$ cat src/rtl/pipe_ctrl_pkg.sv
// Shared types and helpers for the pipeline control unit.
// Holds the FSM state encoding, the default vector address and the stall-mask builder.
package pipe_ctrl_pkg;

  typedef enum logic {
    IDLE  = 1'b0,
    FLUSH = 1'b1
  } state_t;

  localparam int          EXC_NONE         = 0;
  localparam logic [31:0] VEC_BASE_DEFAULT = 32'h0000000c;
  localparam int          MAX_STAGES       = 64;

  // Bits [stage_index:0] set; stage_index < 0 yields an empty mask.
  function automatic logic [MAX_STAGES-1:0] thermo_mask(input int stage_index, input int stages);
    logic [MAX_STAGES-1:0] m;
    m = '0;
    for (int i = 0; i < MAX_STAGES; i++) begin
      if (i <= stage_index && i < stages) m[i] = 1'b1;
    end
    return m;
  endfunction

endpackage

$ cat src/rtl/pipe_ctrl_if.sv
// Bundle of stall/exception inputs and control outputs between the pipeline and pipe_ctrl.
// The slave modport is the controller's view; master is the pipeline/PC-generator view.
interface pipe_ctrl_if #(
  parameter int LANES  = 2,
  parameter int STAGES = 7,
  parameter int EXC_W  = 2,
  parameter int ADDR_W = 32
);

  logic [LANES*STAGES-1:0] stallreq_i;
  logic [LANES*EXC_W-1:0]  excepttype_i;
  logic [LANES*ADDR_W-1:0] except_pc_i;
  logic [LANES*STAGES-1:0] stall_o;
  logic                    flush_o;
  logic [ADDR_W-1:0]       new_pc_o;
  logic                    new_pc_valid_o;
  logic [ADDR_W-1:0]       epc_o;
  logic [EXC_W-1:0]        ecode_o;
  logic                    busy_o;

  modport master (
    output stallreq_i, excepttype_i, except_pc_i,
    input  stall_o, flush_o, new_pc_o, new_pc_valid_o, epc_o, ecode_o, busy_o
  );

  modport slave (
    input  stallreq_i, excepttype_i, except_pc_i,
    output stall_o, flush_o, new_pc_o, new_pc_valid_o, epc_o, ecode_o, busy_o
  );

endinterface

$ cat src/rtl/pipe_ctrl_exc_arbiter.sv
// Combinational lowest-lane-first exception select.
// Reports whether any lane raised an exception, and the winning lane, code and PC.
module exc_arbiter
  import pipe_ctrl_pkg::*;
#(
  parameter  int LANES  = 2,
  parameter  int EXC_W  = 2,
  parameter  int ADDR_W = 32,
  localparam int LIDX_W = (LANES > 1) ? $clog2(LANES) : 1
) (
  input  logic [LANES*EXC_W-1:0]  i_excepttype,
  input  logic [LANES*ADDR_W-1:0] i_except_pc,
  output logic                    o_valid,
  output logic [LIDX_W-1:0]       o_lane,
  output logic [EXC_W-1:0]        o_code,
  output logic [ADDR_W-1:0]       o_pc
);

  // Scan from the top lane down so the lowest requesting lane is written last.
  always_comb begin
    o_valid = 1'b0;
    o_lane  = '0;
    o_code  = '0;
    o_pc    = '0;
    for (int l = LANES - 1; l >= 0; l--) begin
      if (i_excepttype[l*EXC_W +: EXC_W] != EXC_W'(EXC_NONE)) begin
        o_valid = 1'b1;
        o_lane  = LIDX_W'(l);
        o_code  = i_excepttype[l*EXC_W +: EXC_W];
        o_pc    = i_except_pc[l*ADDR_W +: ADDR_W];
      end
    end
  end

endmodule

$ cat src/rtl/pipe_ctrl.sv
// Pipeline control unit: registered per-lane stall masks, multi-cycle flush on exception
// and a redirect PC taken from a strided vector table.
module pipe_ctrl
  import pipe_ctrl_pkg::*;
#(
  parameter int               LANES        = 2,
  parameter int               STAGES       = 7,
  parameter int               EXC_W        = 2,
  parameter int               ADDR_W       = 32,
  parameter logic [ADDR_W-1:0] VEC_BASE    = ADDR_W'(VEC_BASE_DEFAULT),
  parameter logic [ADDR_W-1:0] VEC_STRIDE  = '0,
  parameter int               FLUSH_CYCLES = 1,
  parameter bit               LOCKSTEP     = 1'b1
) (
  input logic       clk,
  input logic       rst,
  pipe_ctrl_if.slave bus
);

  localparam int LIDX_W = (LANES > 1) ? $clog2(LANES) : 1;
  localparam int CNT_W  = 4;

  state_t                  r_state;
  logic [CNT_W-1:0]        r_cnt;
  logic [LANES*STAGES-1:0] r_stall;
  logic                    r_flush;
  logic [ADDR_W-1:0]       r_new_pc;
  logic                    r_new_pc_valid;
  logic [ADDR_W-1:0]       r_epc;
  logic [EXC_W-1:0]        r_ecode;

  logic                    w_exc_valid;
  logic [LIDX_W-1:0]       w_exc_lane;
  logic [EXC_W-1:0]        w_exc_code;
  logic [ADDR_W-1:0]       w_exc_pc;
  logic [ADDR_W-1:0]       w_code_idx;
  logic [ADDR_W-1:0]       w_vec_pc;

  logic [STAGES-1:0]       w_lane_mask [LANES];
  logic [STAGES-1:0]       w_or_mask;
  logic [LANES*STAGES-1:0] w_stall_next;

  exc_arbiter #(
    .LANES  (LANES),
    .EXC_W  (EXC_W),
    .ADDR_W (ADDR_W)
  ) u_arb (
    .i_excepttype (bus.excepttype_i),
    .i_except_pc  (bus.except_pc_i),
    .o_valid      (w_exc_valid),
    .o_lane       (w_exc_lane),
    .o_code       (w_exc_code),
    .o_pc         (w_exc_pc)
  );

  // Code 1 maps to VEC_BASE; the product wraps naturally at ADDR_W bits.
  assign w_code_idx = ADDR_W'(w_exc_code) - ADDR_W'(1);
  assign w_vec_pc   = VEC_BASE + w_code_idx * VEC_STRIDE;

  for (genvar gi = 0; gi < LANES; gi++) begin : g_lane
    logic [STAGES-1:0] w_req;
    int                w_smax;

    assign w_req = bus.stallreq_i[gi*STAGES +: STAGES];

    always_comb begin
      w_smax = -1;
      for (int s = 0; s < STAGES; s++) begin
        if (w_req[s]) w_smax = s;
      end
    end

    assign w_lane_mask[gi] = STAGES'(thermo_mask(w_smax, STAGES));
    assign w_stall_next[gi*STAGES +: STAGES] = LOCKSTEP ? w_or_mask : w_lane_mask[gi];
  end

  always_comb begin
    w_or_mask = '0;
    for (int l = 0; l < LANES; l++) begin
      w_or_mask = w_or_mask | w_lane_mask[l];
    end
  end

  always_ff @(posedge clk or posedge rst) begin
    if (rst) begin
      r_state        <= IDLE;
      r_cnt          <= '0;
      r_stall        <= '0;
      r_flush        <= 1'b0;
      r_new_pc       <= '0;
      r_new_pc_valid <= 1'b0;
      r_epc          <= '0;
      r_ecode        <= '0;
    end else begin
      r_new_pc_valid <= 1'b0;
      case (r_state)
        IDLE: begin
          // An exception outranks any stall request sampled on the same edge.
          if (w_exc_valid) begin
            r_state        <= FLUSH;
            r_cnt          <= CNT_W'(FLUSH_CYCLES - 1);
            r_stall        <= '0;
            r_flush        <= 1'b1;
            r_new_pc       <= w_vec_pc;
            r_new_pc_valid <= 1'b1;
            r_epc          <= w_exc_pc;
            r_ecode        <= w_exc_code;
          end else begin
            r_stall <= w_stall_next;
          end
        end
        FLUSH: begin
          r_stall <= '0;
          if (r_cnt == '0) begin
            r_state  <= IDLE;
            r_flush  <= 1'b0;
            r_new_pc <= '0;
          end else begin
            r_cnt <= r_cnt - CNT_W'(1);
          end
        end
        default: r_state <= IDLE;
      endcase
    end
  end

  assign bus.stall_o        = r_stall;
  assign bus.flush_o        = r_flush;
  assign bus.new_pc_o       = r_new_pc;
  assign bus.new_pc_valid_o = r_new_pc_valid;
  assign bus.epc_o          = r_epc;
  assign bus.ecode_o        = r_ecode;
  assign bus.busy_o         = (r_state == FLUSH);

  a_arb_lane_code: assert property (@(posedge clk) disable iff (rst)
    w_exc_valid |-> (bus.excepttype_i[w_exc_lane*EXC_W +: EXC_W] == w_exc_code));

endmodule
$ cat src/flat_wrapper.sv
// flat-port wrapper written by rule: the top's interface ports become plain ports
module pipe_ctrl_flat import pipe_ctrl_pkg::*;
#(
  parameter int               LANES        = 2,
  parameter int               STAGES       = 7,
  parameter int               EXC_W        = 2,
  parameter int               ADDR_W       = 32,
  parameter logic [ADDR_W-1:0] VEC_BASE    = ADDR_W'(VEC_BASE_DEFAULT),
  parameter logic [ADDR_W-1:0] VEC_STRIDE  = '0,
  parameter int               FLUSH_CYCLES = 1,
  parameter bit               LOCKSTEP     = 1'b1
)
  (clk, rst, bus_stallreq_i, bus_excepttype_i, bus_except_pc_i, bus_stall_o, bus_flush_o, bus_new_pc_o, bus_new_pc_valid_o, bus_epc_o, bus_ecode_o, bus_busy_o);
  pipe_ctrl_if #(.LANES(LANES), .STAGES(STAGES), .EXC_W(EXC_W), .ADDR_W(ADDR_W)) bus_i ();
  input logic clk;
  input logic rst;
  input wire logic [$bits(bus_i.stallreq_i)-1:0] bus_stallreq_i;
  input wire logic [$bits(bus_i.excepttype_i)-1:0] bus_excepttype_i;
  input wire logic [$bits(bus_i.except_pc_i)-1:0] bus_except_pc_i;
  output wire logic [$bits(bus_i.stall_o)-1:0] bus_stall_o;
  output wire logic [$bits(bus_i.flush_o)-1:0] bus_flush_o;
  output wire logic [$bits(bus_i.new_pc_o)-1:0] bus_new_pc_o;
  output wire logic [$bits(bus_i.new_pc_valid_o)-1:0] bus_new_pc_valid_o;
  output wire logic [$bits(bus_i.epc_o)-1:0] bus_epc_o;
  output wire logic [$bits(bus_i.ecode_o)-1:0] bus_ecode_o;
  output wire logic [$bits(bus_i.busy_o)-1:0] bus_busy_o;
  assign bus_i.stallreq_i = bus_stallreq_i;
  assign bus_i.excepttype_i = bus_excepttype_i;
  assign bus_i.except_pc_i = bus_except_pc_i;
  assign bus_stall_o = bus_i.stall_o;
  assign bus_flush_o = bus_i.flush_o;
  assign bus_new_pc_o = bus_i.new_pc_o;
  assign bus_new_pc_valid_o = bus_i.new_pc_valid_o;
  assign bus_epc_o = bus_i.epc_o;
  assign bus_ecode_o = bus_i.ecode_o;
  assign bus_busy_o = bus_i.busy_o;
  pipe_ctrl #(.LANES(LANES), .STAGES(STAGES), .EXC_W(EXC_W), .ADDR_W(ADDR_W), .VEC_BASE(VEC_BASE), .VEC_STRIDE(VEC_STRIDE), .FLUSH_CYCLES(FLUSH_CYCLES), .LOCKSTEP(LOCKSTEP)) u_core (.clk(clk), .rst(rst), .bus(bus_i));
endmodule
$ cat config.mk
export PLATFORM = sky130hd
export DESIGN_NAME = pipe_ctrl_flat
export DESIGN_NICKNAME = d
export VERILOG_FILES = /design/src/rtl/pipe_ctrl_pkg.sv /design/src/rtl/pipe_ctrl_if.sv /design/src/rtl/pipe_ctrl_exc_arbiter.sv /design/src/rtl/pipe_ctrl.sv /design/src/flat_wrapper.sv
export SDC_FILE = /design/constraint.sdc
export NUM_CORES = 1
export LEC_CHECK = 0
export ABC_AREA = 1
export BUFFER_PORTS_ARGS = -buffer_cell sky130_fd_sc_hd__buf_2
export CORE_ASPECT_RATIO = 1.1
export CORE_MARGIN = 2
export CORE_UTILIZATION = 44
export CTS_CLUSTER_DIAMETER = 200
export DETAILED_ROUTE_END_ITERATION = 8
export PLACE_DENSITY = 0.81
export SYNTH_ARGS = -nofsm -noshare
export SYNTH_HDL_FRONTEND = slang
export SYNTH_SLANG_ARGS = --single-unit
$ cat constraint.sdc
create_clock -name clk -period 1.4 [get_ports clk]
set_input_delay 0.07 -clock clk [delete_from_list [all_inputs] [get_ports clk]]
set_output_delay 0.07 -clock clk [all_outputs]
set_load 0.01 [all_outputs]
==> flow_summary_export.csv <==
group,metric,value,unit
sta,tns,0,ps
critical_path,worst-path-max-fanout,4,
place,gp_congestion,0.8779,
synthesis,ys_seq_area_share,42.27,%
global_routing,grt-ovfl-total,0,
cells_and_area,layout_common_cells,"buf_2, nand2_1, dfrtp_1",
cts,cts_buffers,5,
critical_path,required,1580,ps
routing,drt_first_pass_iters,4,
cts,clock_tree.buffer_depth,2,
power,vdd_ir_drop_max,0.7271,mV
cells_and_area,regArea,1201,µm²
power,p_per_area,1698,nW/µm²
cts,htree_num_levels,2,
sta,fin_crit,1211,ps
floorplanning,die_area,7118,µm²
critical_path,worstPathArrival,1390,ps
critical_path,start_kind,"flip-flop",
cells_and_area,final_common_cell,"buf_2",
cells_and_area,area_delta_synth_final,24.13,%
synthesis,yosys_register_bits,48,
routing,drc,0,
run,cap_violations,0,
sta,finalHoldViolCount,0,
cells_and_area,diodes,0,
global_routing,grt_pass1_wl,10.11,mm
power,p_clk_share,14.1,%
floorplanning,die_x,80.62,µm
cts,clock_latency,300,ps
critical_path,crit_type,"flip-flop to flip-flop",
cts,clock-sinks,48,
cts,clk_pin_slew,80,ps
global_routing,first_global_vias,2325,
sta,hold_ws,40.06,ps
power,internal_power,3.655,mW
routing,totalWireLength,6.277,mm
global_routing,grt_max_degree,49,
synthesis,ys_types,29,
sta,period_share,86.49,%
cts,post_cts_buffers,0,
power,p_leak,2.004,nW
sta,maxSlewViolCount,0,
floorplanning,fp.dieH,88.29,µm
floorplanning,core,6193,µm²
cells_and_area,layout-drive-gt1-share,42.22,%
power,switchingPower,2.336,mW
place,preCtsSetupSlack,146.3,ps
cells_and_area,fillCellCount,591,
place,port_buffers,136,
cts,root_buffer,"clkbuf_8",
cts,cts_tree,"yes",
power,comb_power_share,47.5,%
global_routing,gr-usage-all-layers,17.99,%
routing,drt_iter0_markers,64,
place,hpwl,4.745,mm
sta,setup_ws,189.2,ps
floorplanning,row_count,30,
worst_hold_path,hp-class,"input port to flip-flop",
power,power.share.switching,38.99,%
synthesis,yosysWarnings,0,
global_routing,antenna_found_initial,0,
synthesis,netlist_area,2841,µm²
synthesis,syn_avg_cell_area,8.770,µm²
critical_path,worst_setup_path_end_kind,"flip-flop",
sta,finalSetupViolations,0,
floorplanning,ioPinCount,167,
outcome,outcome,"complete, no violations",
cts,cts_resized,0,
cells_and_area,multi_input_area,1246,µm²
floorplanning,start_util,45.88,%
sta,rsz0062_at_grt,"no",
routing,avgRoutedWirePerCell,11.84,µm
sta,fmax,825.9,MHz
synthesis,netlist_instances,324,
sta,clock-skew-final,9.418,ps
cells_and_area,fin_nets,535,
routing,routed_via_density,4.728,
routing,ant_nets,0,
power,p_seq_share,38.5,%
routing,num_vias,2506,
worst max-delay path: stages, from the launching register on:
cell     delay [ps]
dfrtp_1         390
inv_1           100
ha_1            150
nand4_1         140
nand2_2         140
inv_2            60
nand3_1          50
o21ai_0          80
kinds of logic after synthesis:
| family | after synthesis | synth area share (%) |
|---|---|---|
| other | 1 | 0.1320 |
| xor gates and xnor gates | 1 | 0.3083 |
| AOI/OAI and AO/OA | 74 | 21.27 |
| adders and majority gates | 2 | 0.8805 |
| buffers and inverters | 80 | 17.70 |
| and+or+nand+nor | 118 | 17.44 |
| DFF | 48 | 42.27 |
repair_timing:
action | 4_1_cts | 5_1_grt
endpoints found under the hold margin | 48 | 0
hold buffers | 1 | 0
setup endpoints to repair | 0 | 1
registers in the layout (all words and copies together) (netlist names):
register / cells
u_core.bus.stall_o: 7
u_core.bus.epc_o: 32
u_core.bus.ecode_o: 2
u_core.bus.busy_o: 1
u_core.bus.new_pc_valid_o: 1
u_core.bus.new_pc_o: 1
u_core.r_cnt: 4
through the flow:
| stage | instances | area [µm²] | utilization, % | power, mW |
|---|---|---|---|---|
| CTS | 530 | 3527 | 56.95 | 6.082 |
| global route | 530 | 3527 | 56.95 | 6.481 |
| floorplan | 353 | 2950 | - | 4.334 |
| finish | 530 | 3527 | 56.95 | 5.991 |
| detailed placement | 521 | 3427 | 55.33 | 5.216 |
| global placement | 521 | 3427 | 55.33 | 5.102 |
Yosys cell counts:
master     n  share of area (%)
nand2_1   56                7.4
dfrtp_1   48                 42
nor2_1    47                6.2
buf_4     39                 10
a21oi_1   34                6.0
o31ai_2   30                 13
inv_1     21                2.8
clkbuf_1   8                1.1
buf_6      7                2.8
inv_2      3               0.40
nand3_1    3               0.53
o21ai_0    3               0.53
a31oi_1    2               0.44
ha_1       2               0.88
nand2_4    2               0.79
nand4_1    2               0.44
nor2_4     2               0.79
nor3_1     2               0.35
o21ai_1    2               0.35
o31ai_1    2               0.53
buf_2      1               0.18
conb_1     1               0.13
inv_4      1               0.22
nand2_2    1               0.22
nand3b_1   1               0.26
nor2_2     1               0.22
o22ai_1    1               0.22
or2_1      1               0.22
xor2_1     1               0.31
cell type report:
cell class / instances / share of cell area [%]
clock buffer: 8 / 2.554
inverter: 25 / 2.731
multi-input combinational: 225 / 35.33
sequential: 48 / 34.05
tap: 80 / 2.838
timing repair buffer: 144 / 22.49
worst paths after layout:
path                                              endpoint  slack (ps)                            start  cells past startpoint
max                            u_core.r_cnt[2]$_DFFE_PP0P_         190      u_core.r_cnt[0]$_DFFE_PP0P_                      7
min                        u_core.bus.stall_o[6]$_DFF_PP0_          40               bus_stallreq_i[13]                      3
max reg2reg                    u_core.r_cnt[2]$_DFFE_PP0P_         190      u_core.r_cnt[0]$_DFFE_PP0P_                      7
min reg2reg                u_core.bus.epc_o[6]$_DFFE_PP0P_         490  u_core.bus.epc_o[6]$_DFFE_PP0P_                      2
max in group asynchronous  u_core.bus.epc_o[2]$_DFFE_PP0P_         820                              rst                      4
min in group asynchronous      u_core.r_cnt[2]$_DFFE_PP0P_         360                              rst                      4
routing by layer:
layer / share of wire (%) / global-route usage [%] / vias up / routed length (µm)
li1: - / - / 1237 / -
met1: 39 / 21.56 / 1146 / 2448
met2: 51 / 32.42 / 118 / 3226
met3: 8.6 / 4.082 / 5 / 541
met4: 0.97 / 5.085 / 0 / 61
met5: 0 / 0 / - / 0
power groups by stage:
| stage | sequential (mW) | clock (mW) | combinational, mW |
|---|---|---|---|
| after global routing | 2.38 | 0.923 | 3.17 |
| after floorplan | 2.57 | 0 | 1.77 |
| after CTS | 2.31 | 0.879 | 2.89 |
| after detailed placement | 2.33 | 0 | 2.89 |
| final | 2.30 | 0.842 | 2.84 |
| after global placement | 2.32 | 0 | 2.78 |
Note: power is estimated with default switching activity, not from simulation.
